## src/rtl/apb4_master_if.sv

```systemverilog
// rtl/apb4_master_if.sv - command/response and APB4 signal bundle for apb4_master
interface apb4_master_if #(
    parameter int ADDR_WIDTH = 32,
    parameter int DATA_WIDTH = 32
);
    // Command channel
    logic                    cmd_valid;
    logic                    cmd_ready;
    logic                    cmd_write;
    logic [ADDR_WIDTH-1:0]   cmd_addr;
    logic [DATA_WIDTH-1:0]   cmd_wdata;
    logic [DATA_WIDTH/8-1:0] cmd_strb;
    logic [2:0]              cmd_prot;

    // Response channel
    logic                    rsp_valid;
    logic                    rsp_ready;
    logic [DATA_WIDTH-1:0]   rsp_rdata;
    logic                    rsp_err;
    logic                    rsp_timeout;

    // APB4 bus
    logic                    PSEL;
    logic                    PENABLE;
    logic                    PWRITE;
    logic [ADDR_WIDTH-1:0]   PADDR;
    logic [DATA_WIDTH-1:0]   PWDATA;
    logic [DATA_WIDTH/8-1:0] PSTRB;
    logic [2:0]              PPROT;
    logic [DATA_WIDTH-1:0]   PRDATA;
    logic                    PREADY;
    logic                    PSLVERR;

    // Bridge side: takes commands, returns responses, drives the APB requester pins
    modport master (
        input  cmd_valid, cmd_write, cmd_addr, cmd_wdata, cmd_strb, cmd_prot,
        output cmd_ready,
        output rsp_valid, rsp_rdata, rsp_err, rsp_timeout,
        input  rsp_ready,
        output PSEL, PENABLE, PWRITE, PADDR, PWDATA, PSTRB, PPROT,
        input  PRDATA, PREADY, PSLVERR
    );

    // Environment side: command issuer, response consumer and APB completer
    modport slave (
        output cmd_valid, cmd_write, cmd_addr, cmd_wdata, cmd_strb, cmd_prot,
        input  cmd_ready,
        input  rsp_valid, rsp_rdata, rsp_err, rsp_timeout,
        output rsp_ready,
        input  PSEL, PENABLE, PWRITE, PADDR, PWDATA, PSTRB, PPROT,
        output PRDATA, PREADY, PSLVERR
    );
endinterface

```

## src/rtl/apb4_master.sv

```systemverilog
// rtl/apb4_master.sv - single-outstanding command to APB4 requester bridge with access timeout
module apb4_master #(
    parameter int ADDR_WIDTH     = 32,
    parameter int DATA_WIDTH     = 32,
    parameter int TIMEOUT_CYCLES = 16
) (
    input  logic          PCLK,
    input  logic          PRESETn,
    apb4_master_if.master bus
);
    localparam int STRB_W = DATA_WIDTH / 8;
    localparam int CNT_W  = (TIMEOUT_CYCLES > 0) ? $clog2(TIMEOUT_CYCLES + 1) : 1;
    // Count value seen on the last PREADY-low cycle before the abort fires
    localparam logic [CNT_W-1:0] CNT_LAST = (TIMEOUT_CYCLES > 0) ? CNT_W'(TIMEOUT_CYCLES - 1) : '0;

    typedef enum logic [1:0] {
        IDLE   = 2'd0,
        SETUP  = 2'd1,
        ACCESS = 2'd2,
        RESP   = 2'd3
    } state_t;

    state_t                  state_q;
    logic                    cmd_ready_q;
    logic                    psel_q;
    logic                    penable_q;
    logic                    pwrite_q;
    logic [ADDR_WIDTH-1:0]   paddr_q;
    logic [DATA_WIDTH-1:0]   pwdata_q;
    logic [STRB_W-1:0]       pstrb_q;
    logic [2:0]              pprot_q;
    logic                    rsp_valid_q;
    logic [DATA_WIDTH-1:0]   rsp_rdata_q;
    logic                    rsp_err_q;
    logic                    rsp_timeout_q;
    logic [CNT_W-1:0]        cnt_q;
    logic [CNT_W-1:0]        cnt_d;
    logic                    timeout_hit;

    assign cnt_d       = cnt_q + CNT_W'(1);
    assign timeout_hit = (TIMEOUT_CYCLES != 0) && (cnt_q == CNT_LAST);

    // Transfer sequencer: all bus and response outputs are registered here
    always_ff @(posedge PCLK or negedge PRESETn) begin
        if (!PRESETn) begin
            state_q       <= IDLE;
            cmd_ready_q   <= 1'b0;
            psel_q        <= 1'b0;
            penable_q     <= 1'b0;
            pwrite_q      <= 1'b0;
            paddr_q       <= '0;
            pwdata_q      <= '0;
            pstrb_q       <= '0;
            pprot_q       <= '0;
            rsp_valid_q   <= 1'b0;
            rsp_rdata_q   <= '0;
            rsp_err_q     <= 1'b0;
            rsp_timeout_q <= 1'b0;
            cnt_q         <= '0;
        end else begin
            case (state_q)
                IDLE: begin
                    if (cmd_ready_q && bus.cmd_valid) begin
                        state_q     <= SETUP;
                        cmd_ready_q <= 1'b0;
                        psel_q      <= 1'b1;
                        penable_q   <= 1'b0;
                        pwrite_q    <= bus.cmd_write;
                        paddr_q     <= bus.cmd_addr;
                        pprot_q     <= bus.cmd_prot;
                        cnt_q       <= '0;
                        // Reads leave PWDATA untouched and present no strobes
                        if (bus.cmd_write) begin
                            pwdata_q <= bus.cmd_wdata;
                            pstrb_q  <= bus.cmd_strb;
                        end else begin
                            pstrb_q  <= '0;
                        end
                    end else begin
                        // Covers the first edge after reset release
                        cmd_ready_q <= 1'b1;
                    end
                end

                SETUP: begin
                    state_q   <= ACCESS;
                    penable_q <= 1'b1;
                end

                ACCESS: begin
                    if (bus.PREADY) begin
                        // Completer response wins even on the timeout cycle
                        state_q       <= RESP;
                        psel_q        <= 1'b0;
                        penable_q     <= 1'b0;
                        rsp_valid_q   <= 1'b1;
                        rsp_rdata_q   <= pwrite_q ? '0 : bus.PRDATA;
                        rsp_err_q     <= bus.PSLVERR;
                        rsp_timeout_q <= 1'b0;
                    end else if (timeout_hit) begin
                        state_q       <= RESP;
                        psel_q        <= 1'b0;
                        penable_q     <= 1'b0;
                        rsp_valid_q   <= 1'b1;
                        rsp_rdata_q   <= '0;
                        rsp_err_q     <= 1'b1;
                        rsp_timeout_q <= 1'b1;
                    end else begin
                        cnt_q <= cnt_d;
                    end
                end

                RESP: begin
                    if (bus.rsp_ready) begin
                        state_q     <= IDLE;
                        rsp_valid_q <= 1'b0;
                        cmd_ready_q <= 1'b1;
                    end
                end

                default: begin
                    state_q <= IDLE;
                end
            endcase
        end
    end

    assign bus.cmd_ready   = cmd_ready_q;
    assign bus.PSEL        = psel_q;
    assign bus.PENABLE     = penable_q;
    assign bus.PWRITE      = pwrite_q;
    assign bus.PADDR       = paddr_q;
    assign bus.PWDATA      = pwdata_q;
    assign bus.PSTRB       = pstrb_q;
    assign bus.PPROT       = pprot_q;
    assign bus.rsp_valid   = rsp_valid_q;
    assign bus.rsp_rdata   = rsp_rdata_q;
    assign bus.rsp_err     = rsp_err_q;
    assign bus.rsp_timeout = rsp_timeout_q;
endmodule

```

## src/flat_wrapper.sv

```systemverilog
// flat-port wrapper written by rule: the top's interface ports become plain ports
module apb4_master_flat 
#(
    parameter int ADDR_WIDTH     = 32,
    parameter int DATA_WIDTH     = 32,
    parameter int TIMEOUT_CYCLES = 16
)
  (PCLK, PRESETn, bus_cmd_valid, bus_cmd_write, bus_cmd_addr, bus_cmd_wdata, bus_cmd_strb, bus_cmd_prot, bus_cmd_ready, bus_rsp_valid, bus_rsp_rdata, bus_rsp_err, bus_rsp_timeout, bus_rsp_ready, bus_PSEL, bus_PENABLE, bus_PWRITE, bus_PADDR, bus_PWDATA, bus_PSTRB, bus_PPROT, bus_PRDATA, bus_PREADY, bus_PSLVERR);
  apb4_master_if #(.ADDR_WIDTH(ADDR_WIDTH), .DATA_WIDTH(DATA_WIDTH)) bus_i ();
  input  logic PCLK;
  input  logic PRESETn;
  input wire logic [$bits(bus_i.cmd_valid)-1:0] bus_cmd_valid;
  input wire logic [$bits(bus_i.cmd_write)-1:0] bus_cmd_write;
  input wire logic [$bits(bus_i.cmd_addr)-1:0] bus_cmd_addr;
  input wire logic [$bits(bus_i.cmd_wdata)-1:0] bus_cmd_wdata;
  input wire logic [$bits(bus_i.cmd_strb)-1:0] bus_cmd_strb;
  input wire logic [$bits(bus_i.cmd_prot)-1:0] bus_cmd_prot;
  output wire logic [$bits(bus_i.cmd_ready)-1:0] bus_cmd_ready;
  output wire logic [$bits(bus_i.rsp_valid)-1:0] bus_rsp_valid;
  output wire logic [$bits(bus_i.rsp_rdata)-1:0] bus_rsp_rdata;
  output wire logic [$bits(bus_i.rsp_err)-1:0] bus_rsp_err;
  output wire logic [$bits(bus_i.rsp_timeout)-1:0] bus_rsp_timeout;
  input wire logic [$bits(bus_i.rsp_ready)-1:0] bus_rsp_ready;
  output wire logic [$bits(bus_i.PSEL)-1:0] bus_PSEL;
  output wire logic [$bits(bus_i.PENABLE)-1:0] bus_PENABLE;
  output wire logic [$bits(bus_i.PWRITE)-1:0] bus_PWRITE;
  output wire logic [$bits(bus_i.PADDR)-1:0] bus_PADDR;
  output wire logic [$bits(bus_i.PWDATA)-1:0] bus_PWDATA;
  output wire logic [$bits(bus_i.PSTRB)-1:0] bus_PSTRB;
  output wire logic [$bits(bus_i.PPROT)-1:0] bus_PPROT;
  input wire logic [$bits(bus_i.PRDATA)-1:0] bus_PRDATA;
  input wire logic [$bits(bus_i.PREADY)-1:0] bus_PREADY;
  input wire logic [$bits(bus_i.PSLVERR)-1:0] bus_PSLVERR;
  assign bus_i.cmd_valid = bus_cmd_valid;
  assign bus_i.cmd_write = bus_cmd_write;
  assign bus_i.cmd_addr = bus_cmd_addr;
  assign bus_i.cmd_wdata = bus_cmd_wdata;
  assign bus_i.cmd_strb = bus_cmd_strb;
  assign bus_i.cmd_prot = bus_cmd_prot;
  assign bus_cmd_ready = bus_i.cmd_ready;
  assign bus_rsp_valid = bus_i.rsp_valid;
  assign bus_rsp_rdata = bus_i.rsp_rdata;
  assign bus_rsp_err = bus_i.rsp_err;
  assign bus_rsp_timeout = bus_i.rsp_timeout;
  assign bus_i.rsp_ready = bus_rsp_ready;
  assign bus_PSEL = bus_i.PSEL;
  assign bus_PENABLE = bus_i.PENABLE;
  assign bus_PWRITE = bus_i.PWRITE;
  assign bus_PADDR = bus_i.PADDR;
  assign bus_PWDATA = bus_i.PWDATA;
  assign bus_PSTRB = bus_i.PSTRB;
  assign bus_PPROT = bus_i.PPROT;
  assign bus_i.PRDATA = bus_PRDATA;
  assign bus_i.PREADY = bus_PREADY;
  assign bus_i.PSLVERR = bus_PSLVERR;
  apb4_master #(.ADDR_WIDTH(ADDR_WIDTH), .DATA_WIDTH(DATA_WIDTH), .TIMEOUT_CYCLES(TIMEOUT_CYCLES)) u_core (.PCLK(PCLK), .PRESETn(PRESETn), .bus(bus_i));
endmodule
```

## config.mk

```make
export PLATFORM = sky130hd
export DESIGN_NAME = apb4_master_flat
export DESIGN_NICKNAME = d
export VERILOG_FILES = /design/src/rtl/apb4_master_if.sv /design/src/rtl/apb4_master.sv /design/src/flat_wrapper.sv
export SDC_FILE = /design/constraint.sdc
export NUM_CORES = 1
export LEC_CHECK = 0
export CAP_MARGIN = 25
export CORE_MARGIN = 2
export CORE_UTILIZATION = 31
export DETAILED_ROUTE_END_ITERATION = 12
export PLACE_DENSITY_LB_ADDON = 0.15
export SLEW_MARGIN = 20
export SYNTH_ARGS = -nofsm -noshare
export SYNTH_HDL_FRONTEND = slang
export SYNTH_SLANG_ARGS = --single-unit
```

## constraint.sdc

```tcl
create_clock -name PCLK -period 2.9 [get_ports PCLK]
set_clock_uncertainty 0.1 [all_clocks]
set_input_delay 0.29 -clock PCLK [delete_from_list [all_inputs] [get_ports PCLK]]
set_output_delay 0.29 -clock PCLK [all_outputs]
set_load 0.02 [all_outputs]
```

### Yosys cells after proc, flatten, opt, wreduce, memory -nomap -nowiden

Cells that the tools add are included.

* $add $sub $neg: 1
* eq/ne operators: 9
* muxes and demuxes: 28
* reductions and logical operators: 16

Operator list (number)
* $mux W32: 3
* $mux W5: 3
* $reduce_and A3 Y1: 5
* $mux W1: 11
* $pmux W5 S2: 1
* $mux W2: 4
* $pmux W2 S4: 1
* $reduce_bool A2 Y1: 4
* $ne A2 B2 Y1 const B: 3
* $pmux W1 S2: 3
* $reduce_and A2 Y1: 3
* $add A5 B1 Y5 const B: 1
* $eq A5 B4 Y1 const B: 1
* $eq A2 B2 Y1 const B: 2
* $mux W4: 1
* $reduce_and A4 Y1: 1
* $ne A3 B2 Y1 const B: 1
* $pmux W1 S3: 1
* $reduce_bool A3 Y1: 1
* $eq A2 B1 Y1 const B: 1
* $logic_not A2 Y1: 1
* $ne A2 B1 Y1 const B: 1
* $logic_and A1 B1 Y1: 1

* bits in registers: 117
* bits of input ports: 110
* output and inout port bits: 110
* word-level logic and storage cells: 68

### Depth between registers and ports, before layout

Gate-level depths: netlist (run 1).

* depth after elaboration: 4
* mapped depth: 8
* depth with buffers taken out: 6

### Worst setup path after synthesis (run 1)

Ideal clock, no wire load.

* kind: register -> register
* from: register u_core.cnt_q[0]
* to: register u_core.cnt_q[3]
* library setup time: 126 ps
* arrival: 1857 ps
* required time: 2674 ps
* path slack: 817 ps
* stages on the path, launching flop included: 7
* cells stage by stage: dfrtp_1 > ha_1 > and3_1 > ha_1 > o21a_1 > or3_1 > a221o_1

* word-level cells in the longest chain between the ends: 4
* elaborated cells between the ends (all ways): 7
* classes of those cells: add/sub (1); eq/ne (2); mux (3); reduce/logical (1)

Ends and longest elaborated chain
* start: declaration: line apb4_master.sv:36 `logic [CNT_W-1:0] cnt_q;`
* start signal: assignment: line apb4_master.sv:109 `cnt_q <= cnt_d;`
* $add A5 B1 Y5: line apb4_master.sv:40 `assign cnt_d = cnt_q + CNT_W'(1);`
* $mux W5: line apb4_master.sv:100 `end else if (timeout_hit) begin`
* $mux W5: line apb4_master.sv:91 `if (bus.PREADY) begin`
* $pmux W5 S2: line apb4_master.sv:61 `case (state_q)`

Parallel ways exist; a longest one is shown, timed or not. The select of a mux whose other input is x is not followed.
A chain may end at the register's enable or synchronous reset.

### Final worst setup path (run 1)

Ends and elaborated chain as after synthesis.

==> results of run 1 <==
==> worst reg2reg max path: stages, from the launching register on <==
cell and delay [ns]:
sky130_fd_sc_hd__dfrtp_1 0.41, sky130_fd_sc_hd__ha_1 0.23, sky130_fd_sc_hd__and3_1 0.18, sky130_fd_sc_hd__ha_1 0.22, sky130_fd_sc_hd__o21a_1 0.25, sky130_fd_sc_hd__or3_1 0.41
sky130_fd_sc_hd__a221o_1 0.36
==> final timing paths <==
kind / endpoint / slack (ns) / depth (start not counted) / from
setup reg to reg: u_core.cnt_q[3]$_DFFE_PN0P_ / 0.61 / 6 / u_core.cnt_q[0]$_DFFE_PN0P_
max in group asynchronous: u_core.bus.PWDATA[18]$_DFFE_PN0P_ / 1.83 / 3 / PRESETn
min in group asynchronous: u_core.bus.rsp_rdata[24]$_DFFE_PN0P_ / 0.41 / 3 / PRESETn
setup / recovery: u_core.cnt_q[3]$_DFFE_PN0P_ / 0.61 / 6 / u_core.cnt_q[0]$_DFFE_PN0P_
hold / removal: u_core.bus.rsp_rdata[30]$_DFFE_PN0P_ / 0.33 / 3 / bus_PRDATA[30]
hold reg to reg: u_core.bus.rsp_rdata[21]$_DFFE_PN0P_ / 0.36 / 2 / u_core.bus.rsp_rdata[21]$_DFFE_PN0P_
==> stage by stage <==
stage | instances | area, um2
after detailed placement | 752 | 7020
after global routing | 785 | 7600
after CTS | 785 | 7600
after floorplan | 360 | 4600
after global placement | 752 | 7020
final | 785 | 7600
==> routing by layer <==
metal / vias up / GRT usage (%)
met4: 0 / 7.82
met3: 24 / 5.69
li1: 1690 / -
met5: - / 0
met1: 1710 / 18.0
met2: 110 / 26.5
==> final cells by class <==
| cell class | count | area, um2 | share of cell area [%] |
|---|---|---|---|
| flip-flops and latches | 117 | 2930 | 38.5 |
| multi-input cells | 220 | 1580 | 20.8 |
| inverters | 4 | 15.0 | 0.198 |
| repair buffers | 228 | 2270 | 29.9 |
| well taps | 184 | 230 | 3.03 |
| clock inverters | 10 | 105 | 1.38 |
| clock buffers | 22 | 464 | 6.11 |
==> synthesized netlist by cell type <==
cell type | instances | area [um2]
sky130_fd_sc_hd__o22a_1 | 1 | 8.76
sky130_fd_sc_hd__nor3b_2 | 1 | 12.5
sky130_fd_sc_hd__buf_2 | 9 | 45.0
sky130_fd_sc_hd__a31oi_1 | 2 | 12.5
sky130_fd_sc_hd__o21ai_0 | 4 | 20.0
sky130_fd_sc_hd__mux2_2 | 69 | 777
sky130_fd_sc_hd__ha_1 | 7 | 87.6
sky130_fd_sc_hd__nor3_1 | 3 | 15.0
sky130_fd_sc_hd__nor2b_1 | 2 | 12.5
sky130_fd_sc_hd__and3_1 | 2 | 12.5
sky130_fd_sc_hd__o21a_1 | 1 | 7.51
sky130_fd_sc_hd__nor3b_1 | 1 | 7.51
sky130_fd_sc_hd__nand3_1 | 34 | 170
sky130_fd_sc_hd__a21bo_2 | 1 | 10.0
sky130_fd_sc_hd__clkbuf_1 | 7 | 26.3
sky130_fd_sc_hd__a32o_1 | 1 | 10.0
sky130_fd_sc_hd__nand4_1 | 1 | 6.26
sky130_fd_sc_hd__nor2_1 | 6 | 22.5
sky130_fd_sc_hd__inv_1 | 4 | 15.0
sky130_fd_sc_hd__o21ai_1 | 1 | 5.00
sky130_fd_sc_hd__a2bb2oi_1 | 1 | 8.76
sky130_fd_sc_hd__buf_1 | 3 | 11.3
sky130_fd_sc_hd__nand2_1 | 69 | 259
sky130_fd_sc_hd__nand2b_1 | 1 | 6.26
sky130_fd_sc_hd__a21oi_1 | 1 | 5.00
sky130_fd_sc_hd__a221o_1 | 1 | 10.0
sky130_fd_sc_hd__or3_1 | 1 | 6.26
sky130_fd_sc_hd__a22o_1 | 4 | 35.0
sky130_fd_sc_hd__mux2i_1 | 3 | 30.0
sky130_fd_sc_hd__o22ai_1 | 1 | 6.26
sky130_fd_sc_hd__a21boi_1 | 1 | 7.51
sky130_fd_sc_hd__dfrtp_1 | 117 | 2930
==> power groups by stage <==
stage / registers (uW) / logic, uW / clock network, uW
floorplan: 3810 / 1110 / 0
global placement: 2840 / 4090 / 0
detailed placement: 2880 / 4130 / 0
CTS: 2860 / 4140 / 2060
global route: 2970 / 4350 / 2130
finish: 2850 / 4080 / 2000
==> state kept, by name (all words and copies together) (netlist names) <==
register	cells
u_core.bus.rsp_rdata	32
u_core.bus.rsp_valid	1
u_core.state_q	2
u_core.bus.PPROT	3
u_core.bus.PSTRB	4
u_core.bus.PWDATA	32
u_core.bus.PENABLE	1
u_core.bus.PWRITE	1
u_core.bus.cmd_ready	1
u_core.cnt_q	5
u_core.bus.rsp_err	1
u_core.bus.rsp_timeout	1
u_core.bus.PADDR	32
u_core.bus.PSEL	1
==> cells by family after synthesis <==
| kind of cell | count (synthesis) | share of synthesized area [%] |
|---|---|---|
| mux | 72 | 17.6 |
| fa+ha+maj | 7 | 1.91 |
| buf+inv | 23 | 2.12 |
| compound gates | 20 | 3.18 |
| simple gates | 121 | 11.5 |
| flops | 117 | 63.7 |
==> timing repair <==
action | CTS | global route
resized for setup | 0 | 0
endpoints found under the setup margin | 0 | 0
hold buffers | 1 | 0
hold endpoints to repair | 117 | 0
==> impl_metrics.tcl, run 1 <==
set metrics [dict create \
    groute.usage.overall_pct 15.8 \
    antenna_found_initial 0 \
    postSynthCellCount 360 \
    power.net_switching_uw 3110 \
    syn_nets 477 \
    wl_per_cell_um 15.6 \
    power_leakage_uw 0.00340 \
    fin_tns_setup_ns 0 \
    synth_seq_area_share_pct 63.7 \
    met3_wirelength_um 677 \
    cp_max_fo 6 \
    status "completed" \
    most-common-layout-cells "218 x sky130_fd_sc_hd__clkdlybuf4s50_1, 117 x sky130_fd_sc_hd__dfrtp_1, 69 x sky130_fd_sc_hd__mux2_2, 69 x sky130_fd_sc_hd__nand2_1, 33 x sky130_fd_sc_hd__nand3_1" \
    remaining_drc_errors 0 \
    worst_path_dominant_cell_family "compound AO/OA/AOI/OAI gates" \
    synth.distinct_cells 32 \
    cp_data_required_time_ns 3.08 \
    final_layout_size_suffix_gt1_share_pct 18.6 \
    layout_setup_ws_ns 0.612 \
    filler_cell_count 1272 \
    post-dp-hpwl_um 8700 \
    timing.critical_path.from_type "flip-flop" \
    holdCritPathClass "in2reg" \
    internal_power_of_the_cells_uw 5820 \
    finalPower_uw 8930 \
    clock_latency_ns 0.41 \
    max-slew-margin-rel_pct 58.1 \
    detail_route.iter0.violations 153 \
    final_common_cell "sky130_fd_sc_hd__clkdlybuf4s50_1" \
    worst_hold_slack_ns 0.325 \
    endpoint_type_of_the_worst_setup_path "flip-flop" \
    numClockSinks 117 \
    die-width_um 126 \
    delay_of_the_slowest_cell_on_the_worst_path_ns 0.41 \
    cts_setup_buffers 0 \
    wirelength_um 12200 \
    io_buffer_count 219 \
    finalCritPeriodShare_pct 78.9 \
    clkSlewWorstSetupHoldPaths_ns 0.05 \
    max_freq_ghz 0.437 \
    gp_congestion 0.750 \
    highest_layer "met4" \
    fp.coreArea_um2 14500 \
    row_count 44 \
    critical-path-slowest-cell "sky130_fd_sc_hd__dfrtp_1" \
    number_of_global_route_vias_before_repair 3766 \
    unrepaired_setup_endpoints_after_global_routing "false" \
    n_diodes 0 \
    timing.critical_path.mode_cell "sky130_fd_sc_hd__ha_1" \
    num_io_pins 220 \
    min_period_ns 2.29 \
    syn2layout_area_growth_pct 65.3 \
    htreeDepth 4 \
    utilization_pct 52.3 \
    grt_pass1_wl_um 19500 \
    cts_made_buffers 17 \
    hold_violations 0 \
    drv_cap 0 \
    timing.critical_path.cells "ha_1, and3_1, ha_1, o21a_1, or3_1, a221o_1" \
    clockBufferDepth 2 \
    clk_root_buffer_cell "sky130_fd_sc_hd__clkbuf_16" \
    grt.overflow.total 0 \
    power.ir.vdd_worst_uv 596 \
    setup-violations-final 0 \
    tightestPinTransition_ns 0.628 \
    postSynthRegisterBits 117 \
    synth.avg_cell_area_um2 12.8 \
    detail-route-antenna-nets 0 \
    p_clk_share_pct 22.4 \
    vias 3534 \
    share_seq_of_total_power_pct 31.9 \
    switching_share_pct 34.8 \
    floorplan.initialDensity_pct 31.6 \
    tritoncts_clock_tree "yes" \
    timing.setup.critical_path_class "reg2reg" \
    die_area_um2 15800 \
    die-height_um 126 \
    detailedRoute.firstPassIterationCount 4 \
    grt_max_degree 118 \
    ys_warn_count 0 \
    detail_route.vias_per_cell 4.50 \
    power-per-cell-area_nw_per_um2 1180 \
    layout.nets 705 \
    drt-met1-wl_um 4940 \
    pre_cts_ws_ns 0.629 \
    final_max_slew_viol_count 0 \
    met2WireLength_um 6240 \
    worstPathBufferInverterCount 0 \
    netlist_area_um2 4600 \
    comb_power_share_pct 45.6 \
    cp_data_arrival_time_ns 2.47 \
]
(Power assumes the default switching activity.)
==> inputs of run 2 (changes only) <==
==> constraint.sdc (replaced) <==
create_clock -name PCLK -period 2.05 [get_ports PCLK]
set_clock_uncertainty 0.1 [all_clocks]
set_input_delay 0.205 -clock PCLK [delete_from_list [all_inputs] [get_ports PCLK]]
set_output_delay 0.205 -clock PCLK [all_outputs]
set_load 0.02 [all_outputs]
==> impl_metrics.tcl, run 2 (synthesis results as in run 1) <==
set metrics [dict create \
    wl_per_cell_um 16.1 \
    timing.critical_path.cells "ha_2, and3_4, ha_4, o21a_1, or3_4, a221o_1" \
    die-height_um 126 \
    wirelength_um 12800 \
    syn2layout_area_growth_pct 70.6 \
    gp_congestion 0.822 \
    numClockSinks 117 \
    max-slew-margin-rel_pct 61.5 \
    timing.setup.critical_path_class "reg2reg" \
    setup-violations-final 0 \
    io_buffer_count 219 \
    fp.coreArea_um2 14500 \
    grt_max_degree 74 \
    power.ir.vdd_worst_uv 892 \
    antenna_found_initial 0 \
    die_area_um2 15800 \
    worstPathBufferInverterCount 0 \
    grt.overflow.total 0 \
    clkSlewWorstSetupHoldPaths_ns 0.06 \
    pre_cts_ws_ns -0.0448 \
    tightestPinTransition_ns 0.578 \
    numPlacedInstances 760 \
    number_of_global_route_vias_before_repair 3837 \
    min_period_ns 2.00 \
    worst_path_dominant_cell_family "compound AO/OA/AOI/OAI gates" \
    finalCritPeriodShare_pct 97.6 \
    cp_max_fo 3 \
    drv_cap 0 \
    htreeDepth 4 \
    groute.usage.overall_pct 16.6 \
    num_io_pins 220 \
    timing.critical_path.from_type "flip-flop" \
    r2r-start "u_core.cnt_q[1]$_DFFE_PN0P_" \
    clock_latency_ns 0.41 \
    post-dp-hpwl_um 9170 \
    holdCritPathClass "in2async" \
    layout.nets 715 \
    delay_of_the_slowest_cell_on_the_worst_path_ns 0.39 \
    critical_path_cell_count 6 \
    final_layout_size_suffix_gt1_share_pct 21.4 \
    detailedRoute.firstPassIterationCount 4 \
    row_count 44 \
    power-per-cell-area_nw_per_um2 1690 \
    final_max_slew_viol_count 0 \
    status "completed" \
    layout_setup_ws_ns 0.0485 \
    remaining_drc_errors 0 \
    most-common-layout-cells "218 x sky130_fd_sc_hd__clkdlybuf4s50_1, 117 x sky130_fd_sc_hd__dfrtp_1, 69 x sky130_fd_sc_hd__mux2_2, 69 x sky130_fd_sc_hd__nand2_1, 33 x sky130_fd_sc_hd__nand3_1" \
    clk_root_buffer_cell "sky130_fd_sc_hd__clkbuf_16" \
    vias 3657 \
    detail-route-antenna-nets 0 \
    cp_data_required_time_ns 2.24 \
    endpoint_type_of_the_worst_setup_path "flip-flop" \
    final_common_cell "sky130_fd_sc_hd__clkdlybuf4s50_1" \
    clockBufferDepth 2 \
    cts_made_buffers 17 \
    max_freq_ghz 0.500 \
    reg2reg_to "u_core.cnt_q[3]$_DFFE_PN0P_" \
    detail_route.vias_per_cell 4.60 \
    final_cells 795 \
    critPathLaunch "u_core.cnt_q[1]$_DFFE_PN0P_" \
    power_leakage_uw 0.00351 \
    critical-path-slowest-cell "sky130_fd_sc_hd__dfrtp_1" \
    cp_data_arrival_time_ns 2.19 \
    floorplan.initialDensity_pct 31.6 \
    detail_route.iter0.violations 144 \
    hold_violations 0 \
    grt_pass1_wl_um 20400 \
    die-width_um 126 \
    n_diodes 0 \
    tritoncts_clock_tree "yes" \
    worst-r2r-cell-count 6 \
    r2r_slack_ns 0.05 \
]
==> run 2: metal layers <==
metal / share of wire, % / up-vias / track usage [%]
li1: - / 1716 / -
met3: 7.0 / 11 / 6.58
met4: 1.4 / 0 / 5.75
met2: 53 / 127 / 28.4
met5: 0 / - / 0
met1: 39 / 1803 / 19.0
==> run 2: repair_timing <==
action | CTS | global route
hold buffers | 1 | 0
hold endpoints to repair | 117 | 0
endpoints found under the setup margin | 1 | 5
resized for setup | 0 | 6
pin swaps | 1 | 3
buffers inserted | 0 | 2
==> run 2: worst reg2reg max path: cells and delay by family, from the launching register on <==
kind | cells | cell delay, ns
AO/OA/AOI/OAI | 2 | 0.53
AND/OR/NAND/NOR | 2 | 0.52
flip-flops | 1 | 0.39
adder cells (fa/ha/maj) | 2 | 0.34
==> run 2: metrics by stage <==
step / hold slack [ns] / utilization, % / TNS (ns) / power (uW) / instance area (um2)
final: 0.230 / 54.0 / 0 / 13200 / 7840
after global routing: 0.227 / 54.0 / -0.0258 / 14000 / 7840
after CTS: 0.220 / 53.6 / 0 / 13400 / 7790
after detailed placement: 0.172 / 49.1 / -0.0448 / 10100 / 7130
after global placement: 0.168 / 49.1 / 0 / 9910 / 7130
after floorplan: -0.191 / - / 0 / 6950 / 4600
==> run 2: cell type report <==
cell class                      count  area (um2)
Fill cell                        1263        6690
Sequential cell                   117        2930
Timing Repair Buffer              238        2400
Multi-Input combinational cell    220        1620
Clock buffer                       18         439
Tap cell                          184         230
Clock inverter                     14         208
Inverter                            4        15.0
==> run 2: how the worst max path moves through the flow <==
stage                                       end  slack (ns)
global placement    u_core.cnt_q[3]$_DFFE_PN0P_        0.01
global route        u_core.cnt_q[3]$_DFFE_PN0P_       -0.03
finish              u_core.cnt_q[3]$_DFFE_PN0P_        0.05
detailed placement  u_core.cnt_q[3]$_DFFE_PN0P_       -0.04
CTS                 u_core.cnt_q[3]$_DFFE_PN0P_       0.005
floorplan           u_core.cnt_q[3]$_DFFE_PN0P_        0.02
==> run 2: where the power goes <==
part	total, uW	switching, uW	internal (uW)
combinational	5970	2890	3080
clock	3230	1050	2180
sequential	4040	595	3450
